--- config.mk ---
export PLATFORM = sky130hd
export DESIGN_NAME = seq_pipe_delay_credit_queue
export DESIGN_NICKNAME = d
export VERILOG_FILES = /design/src/rtl/seq_pipe_pkg.sv /design/src/rtl/seq_pipe_credit_fifo.sv /design/src/rtl/seq_pipe_delay_credit_queue.sv
export SDC_FILE = /design/constraint.sdc
export NUM_CORES = 1
export LEC_CHECK = 0
export BUFFER_PORTS_ARGS = -buffer_cell sky130_fd_sc_hd__buf_2
export CORE_MARGIN = 2
export CORE_UTILIZATION = 53
export CTS_BUF_LIST = sky130_fd_sc_hd__clkbuf_4
export DETAILED_ROUTE_END_ITERATION = 7
export GPL_TIMING_DRIVEN = 0
export PLACE_DENSITY = 0.8
export SYNTH_ARGS = -nofsm -noshare
export SYNTH_HDL_FRONTEND = slang
export SYNTH_SLANG_ARGS = --single-unit
--- constraint.sdc ---
create_clock -name clk -period 2.25 [get_ports clk]
set_clock_uncertainty 0.05 [all_clocks]
set_input_delay 0.225 -clock clk [delete_from_list [all_inputs] [get_ports clk]]
set_output_delay 0.225 -clock clk [all_outputs]
set_load 0.01 [all_outputs]
--- src/rtl/seq_pipe_pkg.sv ---
// rtl/seq_pipe_pkg.sv - shared constants and types for the delay pipe and its credit queue
package seq_pipe_pkg;
    localparam int DEFAULT_WIDTH = 8;
    localparam int PIPE_LATENCY  = 3;
    typedef logic [DEFAULT_WIDTH-1:0] data_t;
endpackage

--- src/rtl/seq_pipe_credit_fifo.sv ---
// rtl/seq_pipe_credit_fifo.sv - DEPTH x WIDTH circular buffer with modular pointers and occupancy count
module seq_pipe_credit_fifo import seq_pipe_pkg::*; #(
    parameter int WIDTH = DEFAULT_WIDTH,
    parameter int DEPTH = 4,
    localparam int CW = $clog2(DEPTH + 1)
) (
    input  logic             clk,
    input  logic             reset,
    input  logic             push,
    input  logic             pop,
    input  logic [WIDTH-1:0] wdata,
    output logic [WIDTH-1:0] rdata,
    output logic [CW-1:0]    count,
    output logic             full,
    output logic             empty
);
    localparam int PW = (DEPTH > 1) ? $clog2(DEPTH) : 1;

    logic [WIDTH-1:0] mem [DEPTH];
    logic [PW-1:0]    wr_ptr;
    logic [PW-1:0]    rd_ptr;
    logic             push_eff;
    logic             pop_eff;

    // DEPTH need not be a power of two, so wrap explicitly
    function automatic logic [PW-1:0] ptr_inc(input logic [PW-1:0] p);
        return (p == PW'(DEPTH - 1)) ? '0 : p + PW'(1);
    endfunction

    assign full     = (count == CW'(DEPTH));
    assign empty    = (count == '0);
    assign pop_eff  = pop && !empty;
    assign push_eff = push && (!full || pop_eff);
    assign rdata    = mem[rd_ptr];

    always_ff @(posedge clk) begin
        if (reset) begin
            wr_ptr <= '0;
            rd_ptr <= '0;
            count  <= '0;
        end else begin
            if (push_eff) wr_ptr <= ptr_inc(wr_ptr);
            if (pop_eff)  rd_ptr <= ptr_inc(rd_ptr);
            case ({push_eff, pop_eff})
                2'b10:   count <= count + CW'(1);
                2'b01:   count <= count - CW'(1);
                default: count <= count;
            endcase
        end
    end

    always_ff @(posedge clk) begin
        if (push_eff) mem[wr_ptr] <= wdata;
    end
endmodule

--- src/rtl/seq_pipe_delay_credit_queue.sv ---
// rtl/seq_pipe_delay_credit_queue.sv - credit-gated capture queue behind the fixed-latency delay pipe
module seq_pipe_delay_credit_queue import seq_pipe_pkg::*; #(
    parameter int WIDTH = DEFAULT_WIDTH,
    parameter int DEPTH = 4,
    localparam int CW = $clog2(DEPTH + 1)
) (
    input  logic             clk,
    input  logic             reset,
    input  logic             issue,
    output logic             issue_ok,
    input  logic             in_val,
    input  logic [WIDTH-1:0] in_,
    output logic             out_val,
    input  logic             out_rdy,
    output logic [WIDTH-1:0] out,
    output logic [CW-1:0]    count,
    output logic             overflow
);
    logic [CW-1:0]    inflight;
    logic [CW:0]      committed;
    logic [WIDTH-1:0] head;
    logic             full;
    logic             empty;
    logic             pop;
    logic             push;
    logic             issue_acc;
    logic             arrive;

    // Credits count queued plus in-pipe items; both are registers, so no input reaches issue_ok
    assign committed = {1'b0, count} + {1'b0, inflight};
    assign issue_ok  = (committed < (CW + 1)'(DEPTH));
    assign issue_acc = issue && issue_ok;
    assign arrive    = in_val && (inflight != '0);

    assign out_val = !empty;
    assign out     = out_val ? head : '0;
    assign pop     = out_val && out_rdy;
    assign push    = in_val && (!full || pop);

    seq_pipe_credit_fifo #(.WIDTH(WIDTH), .DEPTH(DEPTH)) u_fifo (
        .clk   (clk),
        .reset (reset),
        .push  (push),
        .pop   (pop),
        .wdata (in_),
        .rdata (head),
        .count (count),
        .full  (full),
        .empty (empty)
    );

    always_ff @(posedge clk) begin
        if (reset) begin
            inflight <= '0;
            overflow <= 1'b0;
        end else begin
            case ({issue_acc, arrive})
                2'b10:   inflight <= inflight + CW'(1);
                2'b01:   inflight <= inflight - CW'(1);
                default: inflight <= inflight;
            endcase
            if (in_val && !push) overflow <= 1'b1;
        end
    end
endmodule

==> results of run 1 <==
synthesized netlist by cell type:
cell type and n:
edfxtp_1 32, dfxtp_1 13, inv_1 11, ha_1 9, nor2_1 9, mux4_2 8
nor2b_1 8, a21oi_1 6, and2_2 4, xor2_1 4, or3_1 3, clkbuf_1 2
fa_1 2, mux2i_1 2, nand2_1 2, nand2b_1 2, o21ai_0 2, and3_2 1
buf_2 1, mux2_4 1, nor2b_4 1, nor3_1 1, nor3_2 1, nor4_1 1
nor4b_4 1, o31a_1 1, o31ai_2 1
power by group through the flow:
stage / logic (uW) / registers (uW) / clock network [uW]
global route: 1080 / 1110 / 641
finish: 978 / 1090 / 605
floorplan: 622 / 1110 / 0
detailed placement: 896 / 1120 / 0
CTS: 980 / 1090 / 610
global placement: 848 / 1110 / 0
routing by layer:
metal	GRT usage	part of all wire
met1	0.211	0.41
met2	0.295	0.53
met3	0.0399	0.036
met5	0	0
met4	0.0798	0.020
registers in the layout (all words and copies together) (netlist names), named ones only:
signal,cells
u_fifo.mem,32
overflow,1
u_fifo.count,3
inflight,3
u_fifo.rd_ptr,2
u_fifo.wr_ptr,2
through the flow:
stage                     TNS [ns]  hold slack (ns)  cells  cell area, um2
after floorplan                  0            0.274    129            1970
after global placement    -0.00320            0.384    203            2160
after detailed placement    -0.123            0.393    203            2160
after CTS                        0           0.0206    215            2320
after global routing       -0.0641           0.0226    215            2330
final                            0           0.0256    215            2330
timing repair:
action | in CTS | in global routing
resized for setup | 7 | 3
pin swaps | 3 | 4
setup buffers | 4 | 0
endpoints found under the setup margin | 2 | 3
cell type report:
class | count | area [um2] | share of cell area
Buffer | 3 | 12.5 | 0.00538
Tap cell | 48 | 60.1 | 0.0258
Clock inverter | 3 | 68.8 | 0.0296
Inverter | 11 | 41.3 | 0.0178
Timing Repair Buffer | 30 | 160 | 0.0689
Sequential cell | 45 | 1230 | 0.530
Clock buffer | 5 | 37.5 | 0.0161
Multi-Input combinational cell | 70 | 713 | 0.307
worst max-delay path, cell delays in order, from the launching register on:
cell and delay, ns:
dfxtp_4 0.38, ha_1 0.28, and3_4 0.19, nor4_4 0.04, nand2_1 0.08, ha_2 0.17, inv_1 0.05, fa_2 0.33
xor2_1 0.16, or3_1 0.32, a21oi_2 0.12
worst paths after layout:
| check | from | end | slack [ns] | depth (start not counted) |
|---|---|---|---|---|
| min reg2reg | overflow$_SDFFE_PP0P_ | overflow$_SDFFE_PP0P_ | 0.45 | 2 |
| max reg2reg | u_fifo.count[1]$_SDFFE_PP0P_ | inflight[2]$_SDFFE_PP0P_ | 0.02 | 10 |
| max | u_fifo.count[1]$_SDFFE_PP0P_ | inflight[2]$_SDFFE_PP0P_ | 0.02 | 10 |
| min | in_[3] | u_fifo.mem[3][3]$_DFFE_PP_ | 0.03 | 1 |
logic make-up after synthesis:
kind of cell,synth area share
flip-flops,0.624
AND/OR/NAND/NOR,0.112
buffers and inverters,0.0275
multiplexers,0.110
adder cells (fa/ha/maj),0.0780
AO/OA/AOI/OAI,0.0313
XOR/XNOR,0.0179
==> impl_metrics.py, run 1 <==
metrics = {
    "yosys": {
        "yosys_warnings": 0,
        "synth_cell_types": 27,
        "synth_top_area_frac": 0.491,
        "synth_top_area_cell": "edfxtp_1",
        "synth-seq-area-share": 0.624,
        "yosys-top-cells-area": "edfxtp_1, dfxtp_1, mux4_2",
        "syn_area_um2": 1960,
        "ys_ff_latch": 45,
        "synth_fp_nets": 153,
        "syn-instance-count": 129,
        "syn_avg_cell_area_um2": 15.2,
    },
    "pwr": {
        "seq_power_share": 0.408,
        "p_int_uw": 1820,
        "clkPwrFrac": 0.226,
        "combPwrFrac": 0.365,
        "totalPowerFinal_uw": 2680,
        "ir_drop_uv": 535,
        "switchingPower_uw": 856,
        "leakage_uw": 0.000902,
        "swShare": 0.320,
        "power.density_nw_per_um2": 1150,
    },
    "setup_path": {
        "cp.arrival_ns": 2.47,
        "cp_max_fo": 3,
        "path_class": "register to register",
        "cp-end-kind": "register",
        "critPathLaunchType": "register",
        "cp.required_ns": 2.48,
    },
    "drt": {
        "wire_per_inst_um": 15.1,
        "initialDrtViolationCount": 16,
        "route.vias.total": 1112,
        "dr.pass1.iters": 4,
        "viasPerCell": 5.17,
        "ant_nets": 0,
        "drc": 0,
        "drt-total-wl_um": 3240,
    },
    "placed_design": {
        "detailed_place_hpwl_um": 2200,
        "place_ws_ns": -0.0643,
        "io_buffers": 26,
        "globalplace.congestion": 0.815,
    },
    "clocking": {
        "cts.sinks": 45,
        "root_buffer": "clkbuf_4",
        "cts_tree": "yes",
        "cts_buffer_depth": 2,
        "path_clk_slew_ns": 0.14,
        "cts_buffers": 5,
        "clk_latency_ns": 0.35,
        "cts_htree_levels": 2,
        "holdBufCountCts": 0,
    },
    "floorplan": {
        "initial_utilization": 0.543,
        "fp.dieH_um": 64.8,
        "core_area_um2": 3610,
        "dieArea_um2": 4200,
        "num_rows": 22,
        "io_pins": 27,
        "fp.dieW_um": 64.8,
    },
    "sta": {
        "rsz0062_at_grt": "true",
        "slew_headroom": 0.540,
        "max_freq_ghz": 0.448,
        "layout_worst_path_cycle_share": 0.992,
        "maxSlewViolCount": 0,
        "setup-violations-final": 0,
        "hold_violations": 0,
        "max_slew.worst_pin.slew_ns": 0.686,
        "fin_crit_ns": 2.23,
        "fin_ws_ns": 0.0181,
    },
    "layout": {
        "final_common_cell": "edfxtp_1",
        "area_delta_synth_final_pct": 18.8,
        "layout_common_cells": "edfxtp_1, buf_2, inv_1, dfxtp_1, nor2_1",
        "final_util": 0.645,
        "drive_above_1_share": 0.389,
        "fillCellCount": 273,
        "nNetsFinal": 190,
        "diodes": 0,
    },
    "hold_path": {
        "min_path_type": "input port to register",
    },
    "flow_run": {
        "drv_cap": 0,
    },
    "global_routing": {
        "overflow": 0,
        "grt_pass1_wl_um": 5280,
        "antenna_found_initial": 0,
        "grt_usage": 0.174,
        "grt_max_degree": 16,
        "grt_pass1_vias": 1163,
    },
    "outcome": {
        "status": "complete, no violations",
    },
}
No activity file was read; power rests on OpenSTA's default activity.
==> run 2, diff against run 1 <==
--- a/config.mk
+++ b/config.mk
@@ -7,11 +7,11 @@
 export LEC_CHECK = 0
 export BUFFER_PORTS_ARGS = -buffer_cell sky130_fd_sc_hd__buf_2
 export CORE_MARGIN = 2
-export CORE_UTILIZATION = 53
-export CTS_BUF_LIST = sky130_fd_sc_hd__clkbuf_4
+export CORE_UTILIZATION = 60
+export CTS_BUF_LIST = sky130_fd_sc_hd__clkbuf_8 sky130_fd_sc_hd__clkbuf_16
 export DETAILED_ROUTE_END_ITERATION = 7
 export GPL_TIMING_DRIVEN = 0
-export PLACE_DENSITY = 0.8
+export PLACE_DENSITY = 0.86
 export SYNTH_ARGS = -nofsm -noshare
 export SYNTH_HDL_FRONTEND = slang
 export SYNTH_SLANG_ARGS = --single-unit
==> constraint.sdc (replaced) <==
create_clock -name clk -period 2.7 [get_ports clk]
set_clock_uncertainty 0.05 [all_clocks]
set_input_delay 0.27 -clock clk [delete_from_list [all_inputs] [get_ports clk]]
set_output_delay 0.27 -clock clk [all_outputs]
set_load 0.01 [all_outputs]
==> run 2 against run 1 <==
Compared with the run above:
- maximum frequency decreased by 5.1%
- sequential cell count stayed put
- worst setup slack improved by 0.33 ns
- non-clock buffer count is 4 lower
- critical path depth unchanged
- clock power is 38% lower
- via count shrank 2.1%
- sequential power decreased by 15%
- core utilization increased by 7.9 points
- register-to-register slack better by 0.33 ns
- first-iteration DRC count rose by 69%
==> impl_metrics.py, run 2 (synthesis gave the netlist of run 1 again) <==
metrics = {
    "layout": {
        "final_common_cell": "edfxtp_1",
        "drive_above_1_share": 0.325,
        "fin_area_um2": 2230,
        "nNetsFinal": 186,
        "diodes": 0,
        "fin_cells": 207,
        "area_delta_synth_final_pct": 13.7,
        "layout_common_cells": "edfxtp_1, buf_2, inv_1, dfxtp_1",
        "reg_top3": "u_fifo.mem: 32 flops, inflight: 3 flops, u_fifo.count: 3 flops",
        "top_register": "u_fifo.mem",
        "largest_register_ff_count": 32,
    },
    "setup_path": {
        "cp_num_buf_inv": 1,
        "worstPathCellList": "ha_1 -> and3_2 -> nor4_1 -> nand2_1 -> ha_1 -> inv_1 -> fa_1 -> xor2_1 -> or3_1 -> a21oi_1",
        "r2r_slack_ns": 0.35,
        "r2r_end": "inflight[2]$_SDFFE_PP0P_",
        "cp_common_cell": "ha_1",
        "cpPeakStageDelay_ns": 0.43,
        "cp-endpoint": "inflight[2]$_SDFFE_PP0P_",
        "critPathLaunchType": "register",
        "cp-end-kind": "register",
        "cp.arrival_ns": 2.52,
        "rr_startpoint": "u_fifo.count[1]$_SDFFE_PP0P_",
        "cp-startpoint": "u_fifo.count[1]$_SDFFE_PP0P_",
        "rr_worst_depth": 10,
        "crit_family": "simple AND/OR/NAND/NOR gates",
        "cp_slowest_cell": "dfxtp_2",
        "path_class": "register to register",
        "cp.required_ns": 2.87,
        "cp_max_fo": 7,
        "worstSetupPathDepth": 10,
    },
    "hold_path": {
        "min_path_type": "input port to register",
    },
    "drt": {
        "route.vias.total": 1089,
        "drc": 0,
        "wire_per_inst_um": 14.7,
        "viasPerCell": 5.26,
        "dr.pass1.iters": 4,
        "ant_nets": 0,
        "drt-total-wl_um": 3050,
        "initialDrtViolationCount": 27,
    },
    "sta": {
        "fin_ws_ns": 0.349,
        "slew_headroom": 0.609,
        "max_slew.worst_pin.slew_ns": 0.583,
        "rsz0062_at_grt": "false",
        "max_freq_ghz": 0.425,
        "fin_setup_tns_ns": 0,
        "layout_worst_path_cycle_share": 0.871,
        "whs_ns": 0.159,
        "fin_crit_ns": 2.35,
        "maxSlewViolCount": 0,
        "hold_violations": 0,
        "setup-violations-final": 0,
    },
    "clocking": {
        "clk_latency_ns": 0.28,
        "cts_buffers": 5,
        "cts.sinks": 45,
        "root_buffer": "clkbuf_8",
        "cts_htree_levels": 2,
        "cts_resized": 0,
        "path_clk_slew_ns": 0.08,
        "cts_tree": "yes",
        "cts_setup_buffers": 0,
        "holdBufCountCts": 0,
        "cts_buffer_depth": 2,
    },
    "placed_design": {
        "globalplace.congestion": 0.727,
        "place_ws_ns": 0.238,
        "detailed_place_hpwl_um": 2320,
        "dp_cells": 199,
        "io_buffers": 26,
        "place_area_um2": 2140,
    },
    "pwr": {
        "power.density_nw_per_um2": 900,
        "leakage_uw": 0.000871,
        "ir_drop_uv": 541,
    },
    "floorplan": {
        "io_pins": 27,
        "core_area_um2": 3080,
        "fp.dieW_um": 61.1,
        "initial_utilization": 0.636,
        "dieArea_um2": 3740,
        "fp.dieH_um": 61.1,
        "num_rows": 20,
    },
    "global_routing": {
        "grt_pass1_vias": 1054,
        "grt_max_degree": 14,
        "grt_usage": 0.183,
        "grt_pass1_wl_um": 4750,
        "antenna_found_initial": 0,
        "overflow": 0,
    },
    "outcome": {
        "status": "complete, no violations",
    },
    "flow_run": {
        "drv_cap": 0,
    },
}
[run 2: changes by cell type in the layout (fill, tap and decap cells not counted), moves of 3 or more]
cell and change:
clkbuf_4 -5, clkbuf_8 +5, buf_4 -4, dfxtp_4 -3
[run 2: worst min-delay path by stage]
stage | from | endpoint | slack (ns) | depth (start not counted)
after floorplan | in_[0] | u_fifo.mem[0][0]$_DFFE_PP_ | 0.32 | 0
after global placement | overflow$_SDFFE_PP0P_ | overflow$_SDFFE_PP0P_ | 0.40 | 2
after detailed placement | overflow$_SDFFE_PP0P_ | overflow$_SDFFE_PP0P_ | 0.44 | 2
after CTS | in_[5] | u_fifo.mem[1][5]$_DFFE_PP_ | 0.16 | 1
after global routing | in_[5] | u_fifo.mem[1][5]$_DFFE_PP_ | 0.15 | 1
final | in_[6] | u_fifo.mem[2][6]$_DFFE_PP_ | 0.16 | 1
[run 2: final cells by class]
| type | instances | area (um2) |
|---|---|---|
| inverters | 11 | 41.3 |
| repair buffers | 26 | 130 |
| fillers | 217 | 851 |
| well taps | 44 | 55.1 |
| flip-flops and latches | 45 | 1220 |
| clock buffers | 5 | 68.8 |
| plain buffers | 3 | 12.5 |
| multi-input cells | 70 | 683 |
| clock inverters | 3 | 13.8 |
[run 2: through the flow]
step / total power [uW] / util
6_report: 2000 / 0.724
5_1_grt: 2160 / 0.724
4_1_cts: 2020 / 0.723
3_5_place_dp: 1650 / 0.696
3_3_place_gp: 1600 / 0.696
2_1_floorplan: 1420 / -
[run 2: power by group]
group          total (uW)  leakage (uW)  switching (uW)  internal, uW
Combinational         704      0.000421             374           330
Clock                 376     0.0000491             201           175
Sequential            923      0.000401            86.7           837
Total                2000      0.000871             661          1340
[run 2: worst reg2reg max path, cell delays in order (launching register included)]
cell,delay (ns)
dfxtp_2,0.43
ha_1,0.26
and3_2,0.20
nor4_1,0.24
nand2_1,0.11
ha_1,0.22
inv_1,0.07
fa_1,0.17
xor2_1,0.08
or3_1,0.31
a21oi_1,0.14
[run 2: per-layer routing]
metal | GRT usage | up-vias | routed length [um]
met3 | 0.0525 | 6 | 105
met4 | 0.0714 | 0 | 49
met1 | 0.227 | 531 | 1300
li1 | - | 528 | -
met5 | 0 | - | 0
met2 | 0.304 | 24 | 1600
